`src/rtl/dds_sweep_ctrl_if.sv`:
```
// Configuration handshake bundle for dds_sweep_ctrl: sweep parameters offered with valid/ready.
interface dds_sweep_ctrl_if #(
  parameter int KW_WIDTH    = 28,
  parameter int DWELL_WIDTH = 16
);
  logic                   cfg_valid;
  logic                   cfg_ready;
  logic [KW_WIDTH-1:0]    cfg_start;
  logic [KW_WIDTH-1:0]    cfg_stop;
  logic [KW_WIDTH-1:0]    cfg_step;
  logic [DWELL_WIDTH-1:0] cfg_dwell;
  logic                   cfg_cont;

  modport master (output cfg_valid, cfg_start, cfg_stop, cfg_step, cfg_dwell, cfg_cont,
                  input  cfg_ready);
  modport slave  (input  cfg_valid, cfg_start, cfg_stop, cfg_step, cfg_dwell, cfg_cont,
                  output cfg_ready);
endinterface

```
`src/rtl/dds_sweep_ctrl.sv`:
```
// Linear frequency-sweep controller driving the DDS tuning word KW (sawtooth by default).
// Define SWEEP_BIDIR_EN for a triangle sweep (up leg then down leg back to start).
module dds_sweep_ctrl #(
  parameter int KW_WIDTH    = 28,
  parameter int DWELL_WIDTH = 16
) (
  input  logic                clk,
  input  logic                rst_n,
  dds_sweep_ctrl_if.slave     cfg,
  input  logic                run,
  input  logic                abort,
  output logic [KW_WIDTH-1:0] KW,
  output logic                kw_upd,
  output logic                busy,
  output logic                done
);
  typedef enum logic {IDLE, SWEEP} state_t;

  state_t                 st, st_n;
  logic                   dir, dir_n, loaded, loaded_n, cont_r, cont_n;
  logic                   kw_upd_n, done_n;
  logic [KW_WIDTH-1:0]    kw_n, start_r, start_n, stop_r, stop_n, step_r, step_n;
  logic [DWELL_WIDTH-1:0] dwell_r, dwell_n, cnt, cnt_n;
  logic [KW_WIDTH:0]      up_sum, dn_diff;
  logic [KW_WIDTH-1:0]    up_nxt, dn_nxt;
  logic                   up_end;
`ifdef SWEEP_BIDIR_EN
  logic                   dn_end;
`endif

  assign cfg.cfg_ready = (st == IDLE);

  // One extra bit so a carry/borrow clamps to the endpoint instead of wrapping.
  assign up_sum  = {1'b0, KW} + {1'b0, step_r};
  assign dn_diff = {1'b0, KW} - {1'b0, step_r};
  assign up_nxt  = (up_sum >= {1'b0, stop_r}) ? stop_r : up_sum[KW_WIDTH-1:0];
  assign dn_nxt  = (dn_diff[KW_WIDTH] || (dn_diff[KW_WIDTH-1:0] <= start_r)) ? start_r
                                                                             : dn_diff[KW_WIDTH-1:0];
  assign up_end  = !dir && (KW == stop_r);
`ifdef SWEEP_BIDIR_EN
  assign dn_end  = dir && (KW == start_r);
`endif

  always_comb begin
    st_n     = st;
    dir_n    = dir;
    loaded_n = loaded;
    cont_n   = cont_r;
    kw_n     = KW;
    kw_upd_n = 1'b0;
    done_n   = 1'b0;
    cnt_n    = cnt;
    start_n  = start_r;
    stop_n   = stop_r;
    step_n   = step_r;
    dwell_n  = dwell_r;
    // abort also blocks a config offered in the same cycle, even though cfg_ready is high.
    if (abort) begin
      st_n     = IDLE;
      kw_n     = start_r;
      kw_upd_n = (KW != start_r);
      dir_n    = 1'b0;
    end else begin
      case (st)
        IDLE: begin
          if (cfg.cfg_valid) begin
            start_n  = cfg.cfg_start;
            stop_n   = (cfg.cfg_stop > cfg.cfg_start) ? cfg.cfg_stop : cfg.cfg_start;
            step_n   = (cfg.cfg_step == '0) ? KW_WIDTH'(1) : cfg.cfg_step;
            dwell_n  = (cfg.cfg_dwell == '0) ? DWELL_WIDTH'(1) : cfg.cfg_dwell;
            cont_n   = cfg.cfg_cont;
            kw_n     = cfg.cfg_start;
            kw_upd_n = 1'b1;
            loaded_n = 1'b1;
          end else if (run && loaded) begin
            st_n  = SWEEP;
            cnt_n = dwell_r - DWELL_WIDTH'(1);
            dir_n = 1'b0;
          end
        end
        SWEEP: begin
          if (run) begin
            if (cnt != '0) begin
              cnt_n = cnt - DWELL_WIDTH'(1);
            end else begin
              cnt_n    = dwell_r - DWELL_WIDTH'(1);
              kw_upd_n = 1'b1;
`ifdef SWEEP_BIDIR_EN
              // Turnaround steps straight off the endpoint so it is held only once.
              if ((up_end && (KW == start_r)) || dn_end) begin
                if (cont_r) begin
                  dir_n = 1'b0;
                  kw_n  = up_nxt;
                end else begin
                  st_n     = IDLE;
                  done_n   = 1'b1;
                  kw_upd_n = 1'b0;
                end
              end else if (up_end) begin
                dir_n = 1'b1;
                kw_n  = dn_nxt;
              end else begin
                kw_n = dir ? dn_nxt : up_nxt;
              end
`else
              if (up_end) begin
                if (cont_r) begin
                  kw_n = start_r;
                end else begin
                  st_n     = IDLE;
                  done_n   = 1'b1;
                  kw_upd_n = 1'b0;
                end
              end else begin
                kw_n = up_nxt;
              end
`endif
            end
          end
        end
        default: st_n = IDLE;
      endcase
    end
  end

  always_ff @(posedge clk or negedge rst_n) begin
    if (!rst_n) begin
      st      <= IDLE;
      dir     <= 1'b0;
      loaded  <= 1'b0;
      cont_r  <= 1'b0;
      KW      <= '0;
      kw_upd  <= 1'b0;
      done    <= 1'b0;
      busy    <= 1'b0;
      cnt     <= '0;
      start_r <= '0;
      stop_r  <= '0;
      step_r  <= '0;
      dwell_r <= '0;
    end else begin
      st      <= st_n;
      dir     <= dir_n;
      loaded  <= loaded_n;
      cont_r  <= cont_n;
      KW      <= kw_n;
      kw_upd  <= kw_upd_n;
      done    <= done_n;
      busy    <= (st_n == SWEEP);
      cnt     <= cnt_n;
      start_r <= start_n;
      stop_r  <= stop_n;
      step_r  <= step_n;
      dwell_r <= dwell_n;
    end
  end
endmodule

```
`src/flat_wrapper.sv`:
```
// flat-port wrapper written by rule: the top's interface ports become plain ports
module dds_sweep_ctrl_flat 
#(
  parameter int KW_WIDTH    = 28,
  parameter int DWELL_WIDTH = 16
)
  (clk, rst_n, run, abort, KW, kw_upd, busy, done, cfg_cfg_valid, cfg_cfg_start, cfg_cfg_stop, cfg_cfg_step, cfg_cfg_dwell, cfg_cfg_cont, cfg_cfg_ready);
  dds_sweep_ctrl_if #(.KW_WIDTH(KW_WIDTH), .DWELL_WIDTH(DWELL_WIDTH)) cfg_i ();
  input  logic clk;
  input  logic rst_n;
  input  logic run;
  input  logic abort;
  output logic [KW_WIDTH-1:0] KW;
  output logic kw_upd;
  output logic busy;
  output logic done;
  input wire logic [$bits(cfg_i.cfg_valid)-1:0] cfg_cfg_valid;
  input wire logic [$bits(cfg_i.cfg_start)-1:0] cfg_cfg_start;
  input wire logic [$bits(cfg_i.cfg_stop)-1:0] cfg_cfg_stop;
  input wire logic [$bits(cfg_i.cfg_step)-1:0] cfg_cfg_step;
  input wire logic [$bits(cfg_i.cfg_dwell)-1:0] cfg_cfg_dwell;
  input wire logic [$bits(cfg_i.cfg_cont)-1:0] cfg_cfg_cont;
  output wire logic [$bits(cfg_i.cfg_ready)-1:0] cfg_cfg_ready;
  assign cfg_i.cfg_valid = cfg_cfg_valid;
  assign cfg_i.cfg_start = cfg_cfg_start;
  assign cfg_i.cfg_stop = cfg_cfg_stop;
  assign cfg_i.cfg_step = cfg_cfg_step;
  assign cfg_i.cfg_dwell = cfg_cfg_dwell;
  assign cfg_i.cfg_cont = cfg_cfg_cont;
  assign cfg_cfg_ready = cfg_i.cfg_ready;
  dds_sweep_ctrl #(.KW_WIDTH(KW_WIDTH), .DWELL_WIDTH(DWELL_WIDTH)) u_core (.clk(clk), .rst_n(rst_n), .cfg(cfg_i), .run(run), .abort(abort), .KW(KW), .kw_upd(kw_upd), .busy(busy), .done(done));
endmodule
```
`config.mk`:
```
export PLATFORM = sky130hd
export DESIGN_NAME = dds_sweep_ctrl_flat
export DESIGN_NICKNAME = d
export VERILOG_FILES = /design/src/rtl/dds_sweep_ctrl_if.sv /design/src/rtl/dds_sweep_ctrl.sv /design/src/flat_wrapper.sv
export SDC_FILE = /design/constraint.sdc
export NUM_CORES = 1
export LEC_CHECK = 0
export ABC_AREA = 1
export CAP_MARGIN = 20
export CORE_ASPECT_RATIO = 1.5
export CORE_MARGIN = 10
export CORE_UTILIZATION = 53
export CTS_CLUSTER_SIZE = 24
export DETAILED_ROUTE_END_ITERATION = 8
export GPL_TIMING_DRIVEN = 0
export PLACE_DENSITY = 0.82
export SLEW_MARGIN = 0
export SYNTH_ARGS = -nofsm -noshare
export SYNTH_HDL_FRONTEND = slang
export SYNTH_SLANG_ARGS = --single-unit
export TNS_END_PERCENT = 20
```
`constraint.sdc`:
```
create_clock -name clk -period 3.1 [get_ports clk]
set_input_delay 0.465 -clock clk [delete_from_list [all_inputs] [get_ports clk]]
set_output_delay 0.465 -clock clk [all_outputs]
set_load 0.03 [all_outputs]
```
**Yosys cells after proc, flatten, opt, wreduce, memory -nomap -nowiden**

Index checks and enable logic that the tools add are counted.

- Register bits: 150
- Input bits: 106

- $add $sub $neg: 3
- Magnitude comparators: 2
- Equal/unequal tests: 11
- Muxes and demuxes: 39
- Bitwise operators: 2
- Reductions and logical operators: 11

Operator list:

| kind | count |
|---|---|
| $mux W28 | 9 |
| $mux W16 | 5 |
| $pmux W28 S2 | 1 |
| $pmux W16 S2 | 1 |
| $sub A16 B1 Y16 const B | 2 |
| $add A28 B28 Y29 | 1 |
| $ge A29 B28 Y1 | 1 |
| $eq A28 B28 Y1 | 1 |
| $gt A28 B28 Y1 | 1 |
| $logic_not A28 Y1 | 1 |
| $ne A28 B28 Y1 | 1 |
| $mux W1 | 21 |
| $logic_not A16 Y1 | 1 |
| $reduce_bool A16 Y1 | 1 |
| $ne A3 B3 Y1 const B | 3 |
| $ne A2 B2 Y1 const B | 4 |
| $reduce_and A4 Y1 | 2 |
| $reduce_and A3 Y1 | 2 |
| $ne A4 B4 Y1 const B | 1 |
| $pmux W1 S2 | 2 |
| $logic_and A1 B1 Y1 | 2 |
| $ne A2 B1 Y1 const B | 1 |
| $not A1 Y1 | 2 |
| $reduce_bool A2 Y1 | 1 |
| $logic_not A1 Y1 | 1 |

**Logic depth before layout (Yosys ltp)**

- Depth after elaboration: 8
- Gate-level depth with buffers: 29
- Gate-level depth less buffers: 28

**Worst setup path after synthesis**

Ideal clock, no wire load.

- Path type: register -> register
- Start: register u_core.KW[0]
- End: register u_core.KW[10]
- Arrival: 3.454 ns
- Path slack: -0.471 ns
- Stages on the path, launching flop included: 24
- Path buffers: 2
- Cell sequence: dfrtp_1 > ha_1 > fa_1 > nand3_1 > nand3_2 > nand3_1 > nand3_2 > nand2_1 > nand2_1 > xor2_1 > ha_1 > nand2_1 > nor4_1 > nand2_1 > nand2_1 > nand4_4 > buf_12 > buf_6 > nand3_2 > nand3_1 > nand2_1 > nand2_1 > nand2_1 > nand2_1

- Word-level cells in the longest chain between the ends: 8
- Elaborated cells on any way between the ends: 12
- Classes of those cells: add/sub: 1; order compare: 1; eq/ne: 2; mux: 6; reduce/logical: 2

RTL lines:

| what | line | text |
|---|---|---|
| start: declaration | dds_sweep_ctrl.sv:12 | `output logic [KW_WIDTH-1:0] KW,` |
| start signal: assignment | dds_sweep_ctrl.sv:146 | `KW <= kw_n;` |
| $add A28 B28 Y29 | dds_sweep_ctrl.sv:34 | `assign up_sum = {1'b0, KW} + {1'b0, step_r};` |
| $ge A29 B28 Y1 | dds_sweep_ctrl.sv:36 | `assign up_nxt = (up_sum >= {1'b0, stop_r}) ? stop_r : up_sum[KW_WIDTH-1:0];` |
| $mux W28 | dds_sweep_ctrl.sv:36 |  |
| $mux W28 | dds_sweep_ctrl.sv:106 | `if (up_end) begin` |
| $mux W28 | dds_sweep_ctrl.sv:83 | `if (cnt != '0) begin` |
| $mux W28 | dds_sweep_ctrl.sv:82 | `if (run) begin` |
| $pmux W28 S2 | dds_sweep_ctrl.sv:64 | `case (st)` |
| $mux W28 | dds_sweep_ctrl.sv:58 | `if (abort) begin` |

Several ways; a longest one is shown, not always the timed one. The select of a mux whose other input is x is not followed.
A chain may end at the register's enable or synchronous reset.

**Worst setup path in the final report**

- Start: register u_core.KW[8]
- End: register u_core.KW[10]

Same word-level chain as after synthesis.

==> reports/qor.yml <==
power_and_ir_drop:
  ir_worst_vdd_v: 0.000551
  p_total_mw: 10.9
  p_leak_nw: 7.76
  pwr_density_cell_mw_per_mm2: 690
yosys:
  ys_types: 54
  synth_nets: 2027
  async_flop_share_pct: 100
  synth-xor-area-share_pct: 3.75
  ys_seq_area_share_pct: 30.1
  yosysTopAreaCell: "dfrtp_1"
  postSynthCellCount: 1833
  synth-seq-cells: 149
  synth_area_mm2: 0.0124
  synth_edf_count: 0
  syn_avg_cell_area_um2: 6.75
  synth_mux_area_share_pct: 0.0809
  synth-simple-area-share_pct: 32.8
  synth_compound_area_share_pct: 13.6
  yosys-top-cells-area: "dfrtp_1 30%, nand2_1 17%, ha_1 8.8%"
  synth-adder-area-share_pct: 8.96
  synth_warnings: 0
  synth_top_family_by_area: "simple AND/OR/NAND/NOR gates"
  synthFlopType: "dfrtp_1"
  synth_top_area_share_pct: 30.1
setup_path:
  worstSetupPathType: "reg -> reg"
  r2r_cells: 24
  endpoint_kind: "flip-flop"
  crit_slowest_cell: "dfrtp_2"
  timing.rr.end: "u_core.KW[10]"
  cp_max_fo: 10
  crit_top_cell: "nand2_1"
  rrSetupSlack_ps: -860
  crit_arrival_ps: 4300
  max_stage_delay_ps: 490
  rr_startpoint: "u_core.KW[8]"
  crit_required_ps: 3440
  startpoint_type: "flip-flop"
  path_cells: "ha_2, nand2_2, nor2_2, nand2_1, nand3_4, buf_4, xor2_1, ha_1, nand2_1, nor2_1, and2_1, nand2_1, nand2_1, nand2_1, nand2_2, nand4_4, buf_12, buf_8, nand3_4, nand3_4, nand2_2, nand2_1, nand2_1, nand2_1"
placed_design:
  placedCellCount: 2251
  dpl.hpwl_um: 37800
  dp_slack_ps: -957
  portBuffers: 137
  routabilityCongestion: 1.01
route:
  wl_per_cell_um: 21.9
  antenna_left: 0
  firstDrtPassIters: 7
  vias_per_cell: 5.89
  route.vias.total: 13600
  drt_iter0_drc: 1325
  route.detailed.drc: 0
  drt-total-wl_um: 50400
layout:
  syn_to_final_growth_pct: 27.8
  stdcell_count: 2307
  regArea_mm2: 0.00375
  fillCellCount: 1966
  multi_input_area_mm2: 0.00813
  diodes: 0
  layout-drive-gt1-share_pct: 14.1
  nets: 2208
die:
  pin_count: 138
  die_h_um: 207
  std_cell_rows: 68
  dieArea_mm2: 0.0300
  core_mm2: 0.0230
  dieWidth_um: 145
  start_util_pct: 53.8
status:
  violations: "negative setup slack"
  status: "finished, violations left"
global_route:
  grt_usage_pct: 32.9
  grt_max_degree: 89
  overflow: 0
  antenna_found_initial: 0
  grt_pass1_wl_um: 75100
  grt_pass1_vias: 13300
sta:
  layout_setup_ws_ps: -857
  finClkSkew_ps: 12.9
  worst_hold_slack_ps: 16.6
  grt_setup_unrepaired: "true"
  min_period_over_period_pct: 128
  fin_tns_setup_ps: -21400
  tightest_slew_ps: 1070
  slew_viol_final: 0
  final-hold-violation-count: 0
  setup_viol: 38
  finalCriticalPeriod_ps: 3960
  max-slew-margin-rel_pct: 28.6
  max_freq_mhz: 253
run:
  maxCapViolations: 0
clocking:
  path_clk_slew_ps: 70
  clock-sinks: 149
  clk_path_buf_depth: 2
  cts_root_buf: "clkbuf_16"
  cts_htree_levels: 4
  clock_latency_ps: 450
  tritoncts: "done"
  cts_buffers: 17
hold_path:
  min_path_type: "in -> async"
cell type report:
| cell class | instances | area share [%] |
|---|---|---|
| clock inverters | 12 | 0.942 |
| repair buffers | 162 | 10.3 |
| clock buffers | 20 | 2.89 |
| plain buffers | 66 | 3.02 |
| flip-flops and latches | 149 | 23.7 |
| multi-input cells | 1388 | 51.4 |
| well taps | 280 | 2.22 |
| inverters | 230 | 5.49 |
worst max-delay path, delay by kind of cell (launching register included):
kind	cells	cell delay [ps]
buffers and inverters	3	470
xor gates and xnor gates	1	350
adders and majority gates	2	610
and+or+nand+nor	18	1890
DFF	1	490
where the power goes:
group	internal, mW	switching [mW]	leakage (nW)	total [mW]
clock	1.31	0.930	0.300	2.24
sequential	2.30	0.518	1.80	2.81
combinational	2.33	3.52	5.66	5.85
total	5.94	4.97	7.76	10.9
worst max-delay path by stage:
stage	start	to
6_report	u_core.KW[8]	u_core.KW[10]
3_3_place_gp	rst_n	u_core.KW[0]
2_1_floorplan	u_core.KW[0]	u_core.KW[8]
5_1_grt	u_core.KW[8]	u_core.KW[10]
4_1_cts	u_core.KW[0]	u_core.KW[26]
3_5_place_dp	u_core.KW[9]	u_core.KW[14]
Yosys cell counts (6+ instances only):
master,number
xor2_1,36
nor2_1,157
nand3_2,22
o21ai_0,133
nand2_1,573
nand2_2,12
nor3_1,22
nand4_1,30
buf_6,6
inv_2,17
nand3_1,80
xnor2_1,17
ha_1,87
dfrtp_1,149
nor4_1,19
a21oi_1,112
clkbuf_1,40
inv_1,211
o22ai_1,31
or2_2,7
metal layers:
layer,track usage (%),wire length [µm]
met1,37.4,18400
met2,52.9,23900
met3,6.73,4060
met4,23.8,4100
met5,0,0
cells by family after synthesis:
group                    Yosys count
AO/OA/AOI/OAI                    309
XOR/XNOR                          53
adder cells (fa/ha/maj)           88
buffers and inverters            296
flip-flops                       149
multiplexers                       1
AND/OR/NAND/NOR                  937
flip-flops by register name (all words and copies together), names as in the netlist:
signal / count
u_core.step_r: 28
u_core.cont_r: 1
u_core.KW: 28
u_core.cnt: 16
u_core.dwell_r: 16
u_core.busy: 1
u_core.loaded: 1
u_core.done: 1
u_core.kw_upd: 1
u_core.start_r: 28
u_core.stop_r: 28
placed cells by master (no fill, tap or decap), types with 37 or more instances in the layout:
cell type        netlist  final
nand2_1              573    545
o21ai_0              133    126
clkbuf_1              40     37
a21oi_1              112    106
nand2_2               12     39
clkdlybuf4s50_1        0    136
ha_1                  87     62
inv_1                211    210
dfrtp_1              149    130
nand3_1               80     51
nor2_1               157    146
metrics by stage:
stage	utilization, %	instance area, µm²
after detailed placement	61.7	14200
after global placement	61.5	14100
final	68.8	15800
after global routing	68.8	15800
after CTS	66.3	15200
after floorplan	-	12400
repair_timing:
action / in CTS / in global routing
cloned: 0 / 3
pin swaps: 10 / 33
setup buffers: 14 / 7
gates resized for setup: 76 / 98
hold buffers: 0 / 0
endpoints found under the setup margin: 48 / 64
Power figures use the tool's default switching activity.
